--- src/rtl/mem_access_unit.sv ---
`default_nettype none
// ============================================================================
// Module   : mem_access_unit
// Purpose  : Splits CPU load/store requests into big-endian byte transactions
//            and assembles/extends load data. Optional checks: MEM_ACCESS_ALIGN_CHECK_EN
// Revision : 1.0
// ============================================================================
module mem_access_unit #(
    parameter int ADDR_W    = 32,
    parameter int MEM_BYTES = 256
) (
    input  logic              CLK,
    input  logic              Reset,
    input  logic              req_valid,
    output logic              req_ready,
    input  logic              req_we,
    input  logic [1:0]        req_size,
    input  logic              req_signed,
    input  logic [ADDR_W-1:0] req_addr,
    input  logic [31:0]       req_wdata,
    output logic              resp_valid,
    output logic [31:0]       resp_rdata,
    output logic              mem_en,
    output logic              mem_we,
    output logic [ADDR_W-1:0] mem_addr,
    output logic [7:0]        mem_wdata,
    input  logic [7:0]        mem_rdata,
    output logic              err
);

    typedef enum logic [1:0] {
        S_IDLE   = 2'd0,
        S_ACCESS = 2'd1,
        S_DONE   = 2'd2
    } state_t;

    state_t            state_q;
    logic              we_q;
    logic              signed_q;
    logic [2:0]        nbytes_q;
    logic [1:0]        cnt_q;
    logic [31:0]       wshift_q;
    logic [31:0]       asm_q;
    logic              req_ready_q;
    logic              resp_valid_q;
    logic [31:0]       resp_rdata_q;
    logic              mem_en_q;
    logic              mem_we_q;
    logic [ADDR_W-1:0] mem_addr_q;
    logic [7:0]        mem_wdata_q;
    logic              err_q;

    logic [2:0]        w_req_n;
    logic [31:0]       w_wdata_aligned;
    logic [31:0]       w_asm_d;
    logic [31:0]       w_load_ext;
    logic              w_last;
    logic              w_chk_fail;

    // Store data is left-justified so the first byte to send is always [31:24].
    always_comb begin
        w_req_n         = 3'd4;
        w_wdata_aligned = req_wdata;
        case (req_size)
            2'd0: begin
                w_req_n         = 3'd1;
                w_wdata_aligned = {req_wdata[7:0], 24'h0};
            end
            2'd1: begin
                w_req_n         = 3'd2;
                w_wdata_aligned = {req_wdata[15:0], 16'h0};
            end
            default: begin
                w_req_n         = 3'd4;
                w_wdata_aligned = req_wdata;
            end
        endcase
    end

    always_comb begin
        w_asm_d    = {asm_q[23:0], mem_rdata};
        w_last     = (({1'b0, cnt_q} + 3'd1) == nbytes_q);
        w_load_ext = w_asm_d;
        case (nbytes_q)
            3'd1:    w_load_ext = {{24{signed_q & w_asm_d[7]}}, w_asm_d[7:0]};
            3'd2:    w_load_ext = {{16{signed_q & w_asm_d[15]}}, w_asm_d[15:0]};
            default: w_load_ext = w_asm_d;
        endcase
    end

`ifdef MEM_ACCESS_ALIGN_CHECK_EN
    localparam int c_SUM_W = ADDR_W + 1;
    logic               w_misaligned;
    logic               w_out_of_range;
    logic [c_SUM_W-1:0] w_end_addr;

    always_comb begin
        w_misaligned   = (req_size == 2'd1) ? req_addr[0]
                       : (req_size[1] ? (req_addr[1:0] != 2'b00) : 1'b0);
        // One extra bit so an access running past the top of the address space is caught.
        w_end_addr     = {1'b0, req_addr} + c_SUM_W'(w_req_n);
        w_out_of_range = (w_end_addr > c_SUM_W'(MEM_BYTES));
        w_chk_fail     = w_misaligned | w_out_of_range;
    end
`else
    logic w_unused_cfg;
    assign w_unused_cfg = (MEM_BYTES != 0);
    assign w_chk_fail   = 1'b0;
`endif

    always_ff @(posedge CLK) begin
        if (Reset) begin
            state_q      <= S_IDLE;
            we_q         <= 1'b0;
            signed_q     <= 1'b0;
            nbytes_q     <= 3'd0;
            cnt_q        <= 2'd0;
            wshift_q     <= 32'h0;
            asm_q        <= 32'h0;
            req_ready_q  <= 1'b1;
            resp_valid_q <= 1'b0;
            resp_rdata_q <= 32'h0;
            mem_en_q     <= 1'b0;
            mem_we_q     <= 1'b0;
            mem_addr_q   <= '0;
            mem_wdata_q  <= 8'h0;
            err_q        <= 1'b0;
        end else begin
            case (state_q)
                S_IDLE: begin
                    if (req_valid) begin
                        we_q        <= req_we;
                        signed_q    <= req_signed;
                        nbytes_q    <= w_req_n;
                        cnt_q       <= 2'd0;
                        asm_q       <= 32'h0;
                        req_ready_q <= 1'b0;
                        if (w_chk_fail) begin
                            state_q      <= S_DONE;
                            resp_valid_q <= 1'b1;
                            resp_rdata_q <= 32'h0;
                            err_q        <= 1'b1;
                        end else begin
                            state_q     <= S_ACCESS;
                            mem_en_q    <= 1'b1;
                            mem_we_q    <= req_we;
                            mem_addr_q  <= req_addr;
                            mem_wdata_q <= req_we ? w_wdata_aligned[31:24] : 8'h0;
                            wshift_q    <= w_wdata_aligned << 8;
                        end
                    end
                end
                S_ACCESS: begin
                    if (!we_q) begin
                        asm_q <= w_asm_d;
                    end
                    if (w_last) begin
                        state_q      <= S_DONE;
                        mem_en_q     <= 1'b0;
                        mem_we_q     <= 1'b0;
                        mem_wdata_q  <= 8'h0;
                        resp_valid_q <= 1'b1;
                        resp_rdata_q <= we_q ? 32'h0 : w_load_ext;
                    end else begin
                        cnt_q       <= cnt_q + 2'd1;
                        mem_addr_q  <= mem_addr_q + ADDR_W'(1);
                        mem_wdata_q <= we_q ? wshift_q[31:24] : 8'h0;
                        wshift_q    <= wshift_q << 8;
                    end
                end
                S_DONE: begin
                    state_q      <= S_IDLE;
                    resp_valid_q <= 1'b0;
                    err_q        <= 1'b0;
                    req_ready_q  <= 1'b1;
                end
                default: begin
                    state_q     <= S_IDLE;
                    req_ready_q <= 1'b1;
                end
            endcase
        end
    end

    assign req_ready  = req_ready_q;
    assign resp_valid = resp_valid_q;
    assign resp_rdata = resp_rdata_q;
    assign mem_en     = mem_en_q;
    assign mem_we     = mem_we_q;
    assign mem_addr   = mem_addr_q;
    assign mem_wdata  = mem_wdata_q;
    assign err        = err_q;

endmodule
`default_nettype wire

--- config.mk ---
export PLATFORM = sky130hd
export DESIGN_NAME = mem_access_unit
export DESIGN_NICKNAME = d
export VERILOG_FILES = /design/src/rtl/mem_access_unit.sv
export SDC_FILE = /design/constraint.sdc
export NUM_CORES = 1
export LEC_CHECK = 0
export CORE_MARGIN = 5
export CORE_UTILIZATION = 50
export CTS_BUF_LIST = sky130_fd_sc_hd__clkbuf_4
export CTS_CLUSTER_DIAMETER = 50
export DETAILED_ROUTE_END_ITERATION = 6
export HOLD_SLACK_MARGIN = 0.15
export PLACE_DENSITY = 0.81
export SLEW_MARGIN = 20
export SYNTH_ARGS = -nofsm -noshare
export SYNTH_HDL_FRONTEND = slang
export SYNTH_SLANG_ARGS = --single-unit
--- constraint.sdc ---
create_clock -name CLK -period 2.6 [get_ports CLK]
set_input_delay 0.65 -clock CLK [delete_from_list [all_inputs] [get_ports CLK]]
set_output_delay 0.65 -clock CLK [all_outputs]
set_load 0.1 [all_outputs]
==> out/summary.md, run 1 <==
In this run, distinct cell masters in the synthesized netlist total 63. The detailed router finished its first iteration with 770 violations. The tools report the number of I/O pins as 156. For the largest net degree at the start of global routing, the log shows 74.

CTS placed an instance of clkbuf_4 at the clock tree root. The floorplan die height is 121 µm, and the count of input and output buffers is 154. For this run, the register share of the synthesized area comes to 43.1%.

The flow ran to the end, and the final reports show no timing, DRC or antenna violations. The buffer count from post-CTS setup fixing is 0, and the H-tree depth reported by CTS is 4. The logs give 6 for the number of optimization iterations in the first detailed-route pass and 0 for the number of remaining DRC errors. During synthesis, Yosys emitted a total of 0 warnings. The logs give 0.000346 V for the maximum resistive drop on vdd and 550 ps for the clock latency on the worst-skew pair. Final clock skew: 16.7 ps. TritonCTS built the clock tree. The run gives 6231 as the number of global-route vias before repair. Cell row count: 40. The tools report the kind of end point of the critical path as a register. The shortest period the worst path allows was 2260 ps; the post-DP HPWL was 13.1 mm. The total negative slack for setup checks is 0 ps. The critical path is of the register to register type.

The tools report the maximum clock rate as 0.443 GHz. The CTS buffer count was 17; the number of antenna violations at the first check in global routing was 0. Clock-pin slew was measured on the worst setup and hold paths at 120 ps. The detail-routed net length per standard cell is 17.6 µm, and the required time of the critical path is 3050 ps.

Cells with a size suffix above 1 make up 18.1% of the layout. The final worst setup slack is 342 ps. Class of the tightest hold or removal check: register to register. For the placer congestion estimate, the log shows 0.875. The fraction of registers with async set or reset after synthesis works out to 0%.

The most used flip-flop cell after synthesis is dfxtp_1. In the final layout, the multi-input gates occupy 3260 µm². The count of filler cells inserted in the layout came out at 1010. The count of hold-fix buffers inserted at cts was 0; the transition at the pin with the smallest max-transition slack was 792 ps. In this run the worst path has a maximum fanout of 10. The run gives 978 as the number of nets in the layout. The cell count after synthesis came out at 759.

The logs give 2670 µm² for the total area of sequential cells and 0 for the global-route congestion overflow total. The tools report the post-CTS resize count as 0. Across the run, the number of max-cap violations was 0.

The total of flip-flops plus latches after synthesis came out at 133. The average size of a mapped cell is 8.15 µm², and the average via count per standard cell is 6.01. Final count of hold timing violations: 0. The relative slew slack is 47.2%, and the wire length reported by the detailed router is 19.0 mm.

The worst setup path is launched from a register. Before CTS, the worst setup slack after placement is 246 ps. Leaving out fill and tap cells, the most frequent cells in the layout are dfxtp_1 (129), buf_4 (109), nand2_1 (94), nor2_1 (82), clkdlybuf4s50_1 (77). The number of enable-type register cells in the synthesized netlist came out at 0. 0 antenna diodes ended up in the layout. For this block, the via count after detailed routing is 6480.

The die covers 14700 µm². At the end of the flow the core is filled with cells to 67.3%. Setup violations remaining at the end of the flow were counted as 0. Of the available clock period, the critical path in the final layout requires 86.8%. Data on the critical path arrives at its endpoint at 2710 ps. For the number of pins with negative max-slew slack in the final report, the log shows 0. The count of placed standard cells in the final layout, fillers left out was 1078. The run gives 51.3% as the initial cell density of the core. The run gives 1046 as the total instance count after detailed placement. Once detail routing completed, the nets flagged for antenna violations numbered 0.

The cell area that synthesis handed to floorplanning was 6180 µm². The sink count of the clock tree is 133, and the hold slack is 460 ps. The tools report the maximum number of buffers from clock root to sink as 2.

Global-route wire length before repair: 31.3 mm. Summed over all cells, the static leakage comes to 3.06 nW. For this design the ratio of total power to cell area is 696 nW/µm². The run gives 840 as the synthesized net count. Leaving out fill and tap cells, the most frequent cell in the layout is dfxtp_1.

Global routing used 26.0% of the available tracks. The area of the core region is 12100 µm². Setup repair after global routing left no endpoint under its margin. The layout overhead on the synthesized area was 31.3%; the horizontal extent of the die was 121 µm.
## cells in the mapped netlist (all sizes together) (2+ instances only)
master     n  area, µm²
a32oi      8       70.1
o21a       8       60.1
buf       13       61.3
a2111oi    2       36.3
a21oi     70        350
nor2      83        312
dfxtp    133       2660
and2       3       18.8
a211oi    12       90.1
a31oi     12       75.1
o21ai     51        255
or2        3       18.8
nor4b      2       17.5
a31o       6       52.6
nor3b     10       80.1
clkbuf    56        210
a311oi    10       87.6
nand4     14       93.8
o311a      4       40.0
a221oi     5       43.8
inv        4       15.0
a221o      8       80.1
a41o       2       20.0
nor4       4       46.3
nand2     94        353
xnor2      2       17.5
a22oi     38        285
nand3     25        130
nor3      12       60.1
or3        4       25.0
and3       6       37.5
a21o       2       15.0
a41oi      2       17.5
o211ai     8       60.1
ha         2       25.0
nand2b     5       31.3
mux2i     18        180
nor2b      2       12.5
## path summary, 6_finish.rpt
check | from | to | slack (ps) | cells after the start
worst max-delay path | cnt_q[0] | mem_addr[13] | 340 | 7
worst min-delay path | resp_rdata[27] | resp_rdata[27] | 460 | 2
worst max register to register | cnt_q[0] | mem_addr[13] | 340 | 7
worst min register to register | resp_rdata[27] | resp_rdata[27] | 460 | 2
## flip-flops by register name (all words and copies together), names as in the netlist
signal	count
asm_q	24
cnt_q	2
mem_addr	32
mem_en	1
mem_wdata	8
mem_we	1
nbytes_q	3
req_ready	1
resp_rdata	32
resp_valid	1
signed_q	1
state_q	2
we_q	1
wshift_q	24
## layer usage
layer  share of wire [%]  global-route usage [%]
met1                  43                    34.4
met5                   0                       0
met2                  47                    41.7
met3                 7.6                    5.83
met4                 1.9                    9.31
## layout make-up
cell class                      instances  share of cell area, %
Clock inverter                         14                   2.56
Multi-Input combinational cell        553                   40.1
Tap cell                              168                   2.59
Timing Repair Buffer                  188                   20.1
Sequential cell                       133                   32.9
Inverter                                4                  0.185
Clock buffer                           18                   1.66
## where the power goes
part | internal, mW | total [mW] | switching, mW
clock network | 0.863 | 1.65 | 0.783
registers | 2.18 | 2.34 | 0.156
logic | 0.494 | 1.67 | 1.17
## worst max-delay path, stage by stage (launching register included)
cell and delay, ps:
dfxtp_1 360, ha_1 330, xnor2_1 320, a31oi_2 160
nor2_2 340, buf_4 280, o21ai_0 110, a221oi_1 260
## through the flow
| step | instance area, µm² | power (mW) |
|---|---|---|
| 2_1_floorplan | 6190 | 3.53 |
| 3_3_place_gp | 7780 | 4.00 |
| 3_5_place_dp | 7780 | 4.03 |
| 4_1_cts | 8120 | 5.67 |
| 5_1_grt | 8120 | 5.88 |
| 6_report | 8120 | 5.65 |
## logic make-up (layout without fill, tap and decap cells)
kind of cell,Yosys count,in the layout,share of synthesized area [%]
AOI/OAI and AO/OA,257,257,27.8
buffers and inverters,73,224,4.63
DFF,133,133,43.1
and+or+nand+nor,271,271,20.6
xor gates and xnor gates,3,3,0.425
other,1,1,0.0606
muxes,19,19,3.10
adders and majority gates,2,2,0.405
(Power assumes the default switching activity.)
==> run 2: changes to the inputs <==
--- a/config.mk
+++ b/config.mk
@@ -5,6 +5,7 @@
 export SDC_FILE = /design/constraint.sdc
 export NUM_CORES = 1
 export LEC_CHECK = 0
+export CAP_MARGIN = 15
 export CORE_MARGIN = 5
 export CORE_UTILIZATION = 50
 export CTS_BUF_LIST = sky130_fd_sc_hd__clkbuf_4
@@ -16,3 +17,4 @@
 export SYNTH_ARGS = -nofsm -noshare
 export SYNTH_HDL_FRONTEND = slang
 export SYNTH_SLANG_ARGS = --single-unit
+export TNS_END_PERCENT = 5
==> results of run 2 <==
Final layout, timing and power as in run 1 (identical DEF).
